## config.mk

```make
export PLATFORM = sky130hd
export DESIGN_NAME = usb_host_txn_engine
export DESIGN_NICKNAME = d
export VERILOG_FILES = /design/src/rtl/usb_pkg.sv /design/src/rtl/usb_txn_timer.sv /design/src/rtl/usb_host_txn_engine.sv
export SDC_FILE = /design/constraint.sdc
export NUM_CORES = 1
export LEC_CHECK = 0
export BUFFER_PORTS_ARGS = -buffer_cell sky130_fd_sc_hd__buf_2
export CAP_MARGIN = 20
export CORE_UTILIZATION = 40
export CTS_BUF_LIST = sky130_fd_sc_hd__clkbuf_8
export CTS_CLUSTER_DIAMETER = 30
export CTS_CLUSTER_SIZE = 28
export DETAILED_ROUTE_END_ITERATION = 12
export PLACE_DENSITY = 0.75
export SLEW_MARGIN = 20
export SYNTH_ARGS = -nofsm -noshare
export SYNTH_HDL_FRONTEND = slang
export SYNTH_HIERARCHICAL = 1
export SYNTH_SLANG_ARGS = --single-unit
```

## constraint.sdc

```tcl
create_clock -name clk -period 3.6 [get_ports clk]
set_input_delay 0.36 -clock clk [delete_from_list [all_inputs] [get_ports clk]]
set_output_delay 0.36 -clock clk [all_outputs]
set_load 0.005 [all_outputs]
```

## src/rtl/usb_pkg.sv

```systemverilog
`default_nettype none
// +----------------------------------------------------------------------+
// | Package     : usb_pkg                                                |
// | Description : Shared packet type, PID codes and FSM state encoding   |
// |               for the host-side USB transaction engine.              |
// | Revision    : 1.0 - initial release                                  |
// +----------------------------------------------------------------------+
package usb_pkg;

  // Widest payload a packet can carry; the engine's DATA_W must not exceed it.
  localparam int USB_MAX_DATA_W = 64;

  localparam logic [3:0] PID_OUT   = 4'b0001;
  localparam logic [3:0] PID_IN    = 4'b1001;
  localparam logic [3:0] PID_DATA0 = 4'b0011;
  localparam logic [3:0] PID_DATA1 = 4'b1011;
  localparam logic [3:0] PID_ACK   = 4'b0010;
  localparam logic [3:0] PID_NAK   = 4'b1010;
  localparam logic [3:0] PID_STALL = 4'b1110;

  typedef struct packed {
    logic [3:0]                pid;
    logic [6:0]                addr;
    logic [3:0]                endp;
    logic [USB_MAX_DATA_W-1:0] data;
  } pkt_t;

  typedef enum logic [2:0] {
    ST_IDLE     = 3'd0,
    ST_IN_TOK   = 3'd1,
    ST_IN_RX    = 3'd2,
    ST_IN_HS    = 3'd3,
    ST_OUT_TOK  = 3'd4,
    ST_OUT_DATA = 3'd5,
    ST_OUT_RX   = 3'd6
  } state_e;

  // DATA PID that matches a given data toggle value.
  function automatic logic [3:0] data_pid(input logic tog);
    return tog ? PID_DATA1 : PID_DATA0;
  endfunction

endpackage
`default_nettype wire

```

## src/rtl/usb_txn_timer.sv

```systemverilog
`default_nettype none
// +----------------------------------------------------------------------+
// | Module      : usb_txn_timer                                          |
// | Description : Receive-wait timer plus saturating timeout and corrupt |
// |               counters. The *_last outputs flag that one more        |
// |               increment reaches the configured limit.                |
// | Revision    : 1.0 - initial release                                  |
// +----------------------------------------------------------------------+
module usb_txn_timer #(
  parameter int TIMEOUT_CYC  = 256,
  parameter int MAX_TIMEOUTS = 8,
  parameter int MAX_CORRUPT  = 8
) (
  input  logic clk,
  input  logic rst_b,
  input  logic cnt_clr_i,
  input  logic timer_clr_i,
  input  logic timer_inc_i,
  input  logic to_inc_i,
  input  logic cr_inc_i,
  output logic timeout_o,
  output logic to_last_o,
  output logic cr_last_o
);

  localparam int TIMER_W = (TIMEOUT_CYC > 2) ? $clog2(TIMEOUT_CYC) : 1;

  logic [TIMER_W-1:0] timer_q;
  logic [3:0]         to_cnt_q;
  logic [3:0]         cr_cnt_q;

  assign timeout_o = (timer_q == TIMER_W'(TIMEOUT_CYC - 1));
  assign to_last_o = (to_cnt_q >= 4'(MAX_TIMEOUTS - 1));
  assign cr_last_o = (cr_cnt_q >= 4'(MAX_CORRUPT - 1));

  // Timer counts idle receive cycles and parks at the timeout value.
  always_ff @(posedge clk or negedge rst_b) begin
    if (!rst_b) begin
      timer_q <= '0;
    end else if (cnt_clr_i || timer_clr_i) begin
      timer_q <= '0;
    end else if (timer_inc_i && !timeout_o) begin
      timer_q <= timer_q + 1'b1;
    end
  end

  // Retry counters saturate at their limits and clear between transactions.
  always_ff @(posedge clk or negedge rst_b) begin
    if (!rst_b) begin
      to_cnt_q <= '0;
      cr_cnt_q <= '0;
    end else if (cnt_clr_i) begin
      to_cnt_q <= '0;
      cr_cnt_q <= '0;
    end else begin
      if (to_inc_i && (to_cnt_q < 4'(MAX_TIMEOUTS))) to_cnt_q <= to_cnt_q + 1'b1;
      if (cr_inc_i && (cr_cnt_q < 4'(MAX_CORRUPT)))  cr_cnt_q <= cr_cnt_q + 1'b1;
    end
  end

endmodule
`default_nettype wire

```

## src/rtl/usb_host_txn_engine.sv

```systemverilog
`default_nettype none
// +----------------------------------------------------------------------+
// | Module      : usb_host_txn_engine                                    |
// | Description : Host-side USB IN/OUT transaction sequencer with data   |
// |               toggle tracking, timeout/corrupt retry limits and NAK  |
// |               handling. Define USB_STALL_EN to end transactions on a |
// |               device STALL and expose the sticky 'stalled' output.   |
// |               DATA_W must not exceed usb_pkg::USB_MAX_DATA_W.        |
// | Revision    : 1.0 - initial release                                  |
// +----------------------------------------------------------------------+
module usb_host_txn_engine
  import usb_pkg::*;
#(
  parameter int DATA_W       = 64,
  parameter int TIMEOUT_CYC  = 256,
  parameter int MAX_TIMEOUTS = 8,
  parameter int MAX_CORRUPT  = 8
) (
  input  logic              clk,
  input  logic              rst_b,
  input  logic              in_trans,
  input  logic              out_trans,
  input  logic              toggle_clr,
  input  logic [6:0]        dev_addr,
  input  logic [3:0]        dev_endp,
  input  logic [DATA_W-1:0] data_from_host,
  input  logic              pkt_sent,
  input  logic              pkt_received,
  input  logic              crc_correct,
  input  pkt_t              pkt_in,
  output pkt_t              pkt_out,
  output logic              encode,
  output logic              kill,
  output logic              decode,
  output logic [DATA_W-1:0] data_to_host,
  output logic              busy,
`ifdef USB_STALL_EN
  output logic              stalled,
`endif
  output logic              success,
  output logic              failure
);

  state_e            state_q, state_d;
  pkt_t              pkt_out_q, pkt_out_d;
  logic              encode_q, encode_d;
  logic              kill_q, kill_d;
  logic              decode_q, decode_d;
  logic              success_q, success_d;
  logic              failure_q, failure_d;
  logic [DATA_W-1:0] data_to_host_q, data_to_host_d;
  logic [DATA_W-1:0] data_q, data_d;
  logic [6:0]        addr_q, addr_d;
  logic [3:0]        endp_q, endp_d;
  logic              in_tog_q, in_tog_d;
  logic              out_tog_q, out_tog_d;
  logic              done_q, done_d;
  logic              reissue_q, reissue_d;
`ifdef USB_STALL_EN
  logic              stalled_q, stalled_d;
`endif

  logic w_cnt_clr, w_timer_clr, w_timer_inc, w_to_inc, w_cr_inc;
  logic w_timeout, w_to_last, w_cr_last;
  logic w_rx_bad, w_rx_good, w_is_data;
  logic w_unused_pkt_fields;

  assign w_rx_bad  = pkt_received && !crc_correct;
  assign w_rx_good = pkt_received && crc_correct;
  assign w_is_data = (pkt_in.pid == PID_DATA0) || (pkt_in.pid == PID_DATA1);
  // Device address/endpoint fields of received packets carry no meaning for the host.
  assign w_unused_pkt_fields = ^{pkt_in.addr, pkt_in.endp};

  function automatic pkt_t mk_pkt(input logic [3:0] pid, input logic [6:0] a,
                                  input logic [3:0] e, input logic [DATA_W-1:0] d);
    pkt_t p;
    p.pid  = pid;
    p.addr = a;
    p.endp = e;
    p.data = USB_MAX_DATA_W'(d);
    return p;
  endfunction

  usb_txn_timer #(
    .TIMEOUT_CYC  (TIMEOUT_CYC),
    .MAX_TIMEOUTS (MAX_TIMEOUTS),
    .MAX_CORRUPT  (MAX_CORRUPT)
  ) u_timer (
    .clk         (clk),
    .rst_b       (rst_b),
    .cnt_clr_i   (w_cnt_clr),
    .timer_clr_i (w_timer_clr),
    .timer_inc_i (w_timer_inc),
    .to_inc_i    (w_to_inc),
    .cr_inc_i    (w_cr_inc),
    .timeout_o   (w_timeout),
    .to_last_o   (w_to_last),
    .cr_last_o   (w_cr_last)
  );

  // Register every piece of transaction state; reset abandons any transfer silently.
  always_ff @(posedge clk or negedge rst_b) begin
    if (!rst_b) begin
      state_q        <= ST_IDLE;
      pkt_out_q      <= '0;
      encode_q       <= 1'b0;
      kill_q         <= 1'b0;
      decode_q       <= 1'b0;
      success_q      <= 1'b0;
      failure_q      <= 1'b0;
      data_to_host_q <= '0;
      data_q         <= '0;
      addr_q         <= '0;
      endp_q         <= '0;
      in_tog_q       <= 1'b0;
      out_tog_q      <= 1'b0;
      done_q         <= 1'b0;
      reissue_q      <= 1'b0;
`ifdef USB_STALL_EN
      stalled_q      <= 1'b0;
`endif
    end else begin
      state_q        <= state_d;
      pkt_out_q      <= pkt_out_d;
      encode_q       <= encode_d;
      kill_q         <= kill_d;
      decode_q       <= decode_d;
      success_q      <= success_d;
      failure_q      <= failure_d;
      data_to_host_q <= data_to_host_d;
      data_q         <= data_d;
      addr_q         <= addr_d;
      endp_q         <= endp_d;
      in_tog_q       <= in_tog_d;
      out_tog_q      <= out_tog_d;
      done_q         <= done_d;
      reissue_q      <= reissue_d;
`ifdef USB_STALL_EN
      stalled_q      <= stalled_d;
`endif
    end
  end

  // Next-state and output decode; every packet load is paired with an encode/kill pulse.
  always_comb begin
    state_d        = state_q;
    pkt_out_d      = pkt_out_q;
    encode_d       = 1'b0;
    kill_d         = 1'b0;
    decode_d       = 1'b0;
    success_d      = 1'b0;
    failure_d      = 1'b0;
    data_to_host_d = data_to_host_q;
    data_d         = data_q;
    addr_d         = addr_q;
    endp_d         = endp_q;
    in_tog_d       = in_tog_q;
    out_tog_d      = out_tog_q;
    done_d         = done_q;
    reissue_d      = reissue_q;
`ifdef USB_STALL_EN
    stalled_d      = stalled_q;
`endif
    w_cnt_clr      = 1'b0;
    w_timer_clr    = 1'b0;
    w_timer_inc    = 1'b0;
    w_to_inc       = 1'b0;
    w_cr_inc       = 1'b0;

    case (state_q)
      ST_IDLE: begin
        w_cnt_clr = 1'b1;
        if (toggle_clr) begin
          in_tog_d  = 1'b0;
          out_tog_d = 1'b0;
`ifdef USB_STALL_EN
          stalled_d = 1'b0;
`endif
        end
        if (in_trans || out_trans) begin
          addr_d    = dev_addr;
          endp_d    = dev_endp;
          data_d    = data_from_host;
          done_d    = 1'b0;
          reissue_d = 1'b0;
          pkt_out_d = mk_pkt(in_trans ? PID_IN : PID_OUT, dev_addr, dev_endp, '0);
          encode_d  = 1'b1;
          kill_d    = 1'b1;
          state_d   = in_trans ? ST_IN_TOK : ST_OUT_TOK;
        end
      end

      ST_IN_TOK: begin
        if (pkt_sent) begin
          decode_d    = 1'b1;
          w_timer_clr = 1'b1;
          state_d     = ST_IN_RX;
        end
      end

      ST_IN_RX: begin
        if (w_rx_bad) begin
          w_cr_inc = 1'b1;
          if (w_cr_last) begin
            failure_d = 1'b1;
            state_d   = ST_IDLE;
          end else begin
            pkt_out_d = mk_pkt(PID_NAK, addr_q, endp_q, '0);
            encode_d  = 1'b1;
            kill_d    = 1'b1;
            done_d    = 1'b0;
            reissue_d = 1'b0;
            state_d   = ST_IN_HS;
          end
        end else if (w_rx_good && w_is_data) begin
          // A stale toggle means our previous ACK was lost: ACK again, keep the old data.
          if (pkt_in.pid == data_pid(in_tog_q)) begin
            data_to_host_d = DATA_W'(pkt_in.data);
            in_tog_d       = ~in_tog_q;
            done_d         = 1'b1;
            reissue_d      = 1'b0;
          end else begin
            done_d         = 1'b0;
            reissue_d      = 1'b1;
          end
          pkt_out_d = mk_pkt(PID_ACK, addr_q, endp_q, '0);
          encode_d  = 1'b1;
          kill_d    = 1'b1;
          state_d   = ST_IN_HS;
        end else if (w_rx_good && (pkt_in.pid == PID_NAK)) begin
          pkt_out_d = mk_pkt(PID_IN, addr_q, endp_q, '0);
          encode_d  = 1'b1;
          kill_d    = 1'b1;
          state_d   = ST_IN_TOK;
`ifdef USB_STALL_EN
        end else if (w_rx_good && (pkt_in.pid == PID_STALL)) begin
          stalled_d = 1'b1;
          failure_d = 1'b1;
          state_d   = ST_IDLE;
`endif
        end else if (w_timeout) begin
          w_to_inc = 1'b1;
          if (w_to_last) begin
            failure_d = 1'b1;
            state_d   = ST_IDLE;
          end else begin
            pkt_out_d = mk_pkt(PID_IN, addr_q, endp_q, '0);
            encode_d  = 1'b1;
            kill_d    = 1'b1;
            state_d   = ST_IN_TOK;
          end
        end else begin
          w_timer_inc = 1'b1;
        end
      end

      ST_IN_HS: begin
        if (pkt_sent) begin
          if (done_q) begin
            success_d = 1'b1;
            state_d   = ST_IDLE;
          end else if (reissue_q) begin
            pkt_out_d = mk_pkt(PID_IN, addr_q, endp_q, '0);
            encode_d  = 1'b1;
            kill_d    = 1'b1;
            state_d   = ST_IN_TOK;
          end else begin
            decode_d    = 1'b1;
            w_timer_clr = 1'b1;
            state_d     = ST_IN_RX;
          end
        end
      end

      ST_OUT_TOK: begin
        if (pkt_sent) begin
          pkt_out_d = mk_pkt(data_pid(out_tog_q), addr_q, endp_q, data_q);
          encode_d  = 1'b1;
          kill_d    = 1'b1;
          state_d   = ST_OUT_DATA;
        end
      end

      ST_OUT_DATA: begin
        if (pkt_sent) begin
          decode_d    = 1'b1;
          w_timer_clr = 1'b1;
          state_d     = ST_OUT_RX;
        end
      end

      ST_OUT_RX: begin
        if (w_rx_bad || (w_rx_good && (pkt_in.pid == PID_NAK))) begin
          w_cr_inc = 1'b1;
          if (w_cr_last) begin
            failure_d = 1'b1;
            state_d   = ST_IDLE;
          end else begin
            pkt_out_d = mk_pkt(data_pid(out_tog_q), addr_q, endp_q, data_q);
            encode_d  = 1'b1;
            kill_d    = 1'b1;
            state_d   = ST_OUT_DATA;
          end
        end else if (w_rx_good && (pkt_in.pid == PID_ACK)) begin
          out_tog_d = ~out_tog_q;
          success_d = 1'b1;
          state_d   = ST_IDLE;
`ifdef USB_STALL_EN
        end else if (w_rx_good && (pkt_in.pid == PID_STALL)) begin
          stalled_d = 1'b1;
          failure_d = 1'b1;
          state_d   = ST_IDLE;
`endif
        end else if (w_timeout) begin
          w_to_inc = 1'b1;
          if (w_to_last) begin
            failure_d = 1'b1;
            state_d   = ST_IDLE;
          end else begin
            pkt_out_d = mk_pkt(data_pid(out_tog_q), addr_q, endp_q, data_q);
            encode_d  = 1'b1;
            kill_d    = 1'b1;
            state_d   = ST_OUT_DATA;
          end
        end else begin
          w_timer_inc = 1'b1;
        end
      end

      default: begin
        state_d = ST_IDLE;
      end
    endcase
  end

  assign pkt_out      = pkt_out_q;
  assign encode       = encode_q;
  assign kill         = kill_q;
  assign decode       = decode_q;
  assign success      = success_q;
  assign failure      = failure_q;
  assign data_to_host = data_to_host_q;
  assign busy         = (state_q != ST_IDLE);
`ifdef USB_STALL_EN
  assign stalled      = stalled_q;
`endif

endmodule
`default_nettype wire
```

==> flow_summary.toml <==
[timing]
drv_slew = 0
post-route-min-period_ns = 3.05
worst_pin_slew_ns = 0.819
finalSetupViolCount = 0
hold_ws_ns = 0.0280
hold_violations = 0
finalSetupTns_ns = 0
relSlewSlack_pct = 45.4
fmax_mhz = 328
rsz0062_at_grt = "no"
finalClockSkew_ns = 0.0137
layout_worst_path_cycle_share_pct = 84.6

[clock_network]
clk_pin_slew_ns = 0.06
cts.sinks = 244
htreeDepth = 2
cts_buffer_depth = 3
cts_tree = "built"
root_buffer = "clkbuf_8"
clk_latency_ns = 0.56
cts_made_buffers = 54

[synthesis]
synth_edf_count = 0
synth-seq-area-share_pct = 58.5
syn_inst = 817
yosys_warnings = 6
ys_types = 61
synthesis.area_um2 = 10400
netlist.area_leader.share_pct = 58.5
synthArstFlopShare_pct = 100
synth_top_cell_by_area = "dfrtp_1"
synth_fp_nets = 982
avgSynthCellArea_um2 = 12.8
synth.area.top_cells = "dfrtp_1, mux2_2, mux2i_1"
synth_ff_type = "dfrtp_1"
ys_ff_latch = 244

[global_routing]
antenna_found_initial = 1
grt_max_degree = 102
grt_pass1_wl_um = 42200
grt_pass1_vias = 8543
grt_overflow = 0
grt_usage_pct = 19.9

[power_and_ir_drop]
power_density_nw_per_um2 = 742
max-vdd-ir-drop_v = 0.000558
p_leak_nw = 7.36
total_power_mw = 10.8

[drt]
drt_pass1_iterations = 4
wl_um = 26400
top_layer_used = "met4"
wl_per_cell_um = 16.4
wl_met2_um = 13200
drc = 0
drtIter0Drc = 429
drtAntennaViolNets = 0
routed_via_density = 4.86
wl_met3_um = 1920
wl_met1_um = 10500
vias = 7806

[setup_path]
crit_type = "reg2reg"
start_kind = "register"
crit_chain = "ha_1 > and4_1 > and2_1 > inv_1 > o32a_1 > o211ai_4 > buf_4 > mux2i_1"
critPathCaptureType = "register"
worst-r2r-setup-slack_ns = 0.55
critPathTopFamily = "compound AO/OA/AOI/OAI gates"
reg2reg_to = "pkt_out[22]"
rr_worst_depth = 8
cpPeakStageDelay_ns = 0.62
slowest_stage = "o211ai_4"
reg2reg_from = "u_timer/timer_q[0]"
critical_path_required_ns = 4.07
cp_num_buf_inv = 2
cp.arrival_ns = 3.52
path_max_fanout = 17

[place]
gp_congestion = 0.800
dp_hpwl_um = 16300
io_buffers = 298
placedCellCount = 1414
place_area_um2 = 12200

[layout]
design_area_um2 = 14500
nets = 1397
fin_cells = 1606
fill_cells = 2059
drive_gt1_share_pct = 45.1
area_delta_synth_final_pct = 38.8

[floorplan]
num_rows = 58
die_h_um = 164
die_area_um2 = 26700
initial_core_util_pct = 41.1
fp.coreArea_um2 = 25400
fp.dieW_um = 164
num_io_pins = 311

[worst_hold_path]
hold_end = "data_to_host[6]"
hold_path_depth = 2
min_from = "pkt_in[6]"
hp-class = "in2reg"

[status]
status = "finished, final reports clean"

[run]
max_cap_violations = 0
-- worst register-to-register path: stages (launching register included) --
cell and delay [ns]:
dfrtp_1 0.40, ha_1 0.23, and4_1 0.35, and2_1 0.22, inv_1 0.09, o32a_1 0.36, o211ai_4 0.62, buf_4 0.43
mux2i_1 0.26
-- per-stage QoR --
step,utilization (%),setup WS [ns]
after global placement,48.2,0.638
after CTS,57.0,0.561
after global routing,57.0,0.391
after floorplan,-,1.18
final,57.0,0.555
after detailed placement,48.2,0.562
-- how the worst max path moves through the flow --
stage	end	cells after the start	start	slack, ns
2_1_floorplan	pkt_out[72]	11	u_timer/timer_q[0]	1.18
3_3_place_gp	pkt_out[19]	8	u_timer/timer_q[0]	0.64
3_5_place_dp	pkt_out[3]	8	u_timer/timer_q[0]	0.56
4_1_cts	pkt_out[17]	8	u_timer/timer_q[0]	0.56
5_1_grt	pkt_out[22]	8	u_timer/timer_q[0]	0.39
6_report	pkt_out[22]	8	u_timer/timer_q[0]	0.55
-- kinds of logic after synthesis --
logic type	synth area share, %
DFF	58.5
xor gates and xnor gates	0.336
and+or+nand+nor	7.06
adders and majority gates	0.360
other	0.0359
buffers and inverters	5.48
muxes	24.4
AOI/OAI and AO/OA	3.84
-- layout make-up --
class	count	area (um2)	share of cell area [%]
clock inverters	37	474	3.27
multi-input cells	454	3790	26.1
flip-flops and latches	244	6110	42.1
diodes	1	2.50	0.0173
clock buffers	62	853	5.89
inverters	75	282	1.94
repair buffers	403	2570	17.7
well taps	330	413	2.85
-- state kept, by name, summed over array words and instances, names as in the netlist, 3 cells and up --
register / cells
u_timer/to_cnt_q: 4
u_timer/timer_q: 8
data_to_host: 64
u_timer/cr_cnt_q: 4
addr_q: 7
endp_q: 4
data_q: 64
state_q: 3
pkt_out: 78
-- cells in the final DEF, fill, tap and decap left out, types with 4 or more instances in the layout --
cell type	instances
clkinvlp_4	6
buf_4	9
clkinv_2	6
buf_2	297
clkinv_4	7
nor3_1	7
inv_1	82
bufinv_16	10
and2_1	4
or3_1	6
nand2_1	83
buf_12	4
dlygate4sd3_1	92
o21ai_0	9
dfrtp_1	244
mux2_2	161
a21oi_1	10
nor2_1	20
a31oi_1	5
clkbuf_8	62
nor2b_1	6
mux2i_1	71
-- Yosys cell counts, drive strengths merged (4+ instances only) --
master	number
a31oi	5
nand2	83
nor2b	8
nor2	21
a21oi	11
dfrtp	244
nor3	8
or3	6
mux2	163
inv	75
clkbuf	13
mux2i	71
o21ai	11
and2	4
buf	31
-- metal layers --
| layer | vias to the layer above | global-route usage (%) |
|---|---|---|
| met5 | - | 0 |
| met4 | 0 | 7.83 |
| met3 | 70 | 5.61 |
| met2 | 281 | 34.0 |
| met1 | 3830 | 23.4 |
| li1 | 3625 | - |
-- power by group --
group	switching (mW)	leakage, nW	internal, mW
logic	1.49	3.52	1.57
registers	0.457	3.16	3.56
clock network	1.34	0.684	2.32
-- what timing repair did --
item / 4_1_cts / 5_1_grt
hold buffers: 91 / 1
endpoints found under the hold margin: 186 / 1
resized for setup: 0 / 0
setup buffers: 0 / 0
Note: power is estimated with default switching activity, not from simulation.
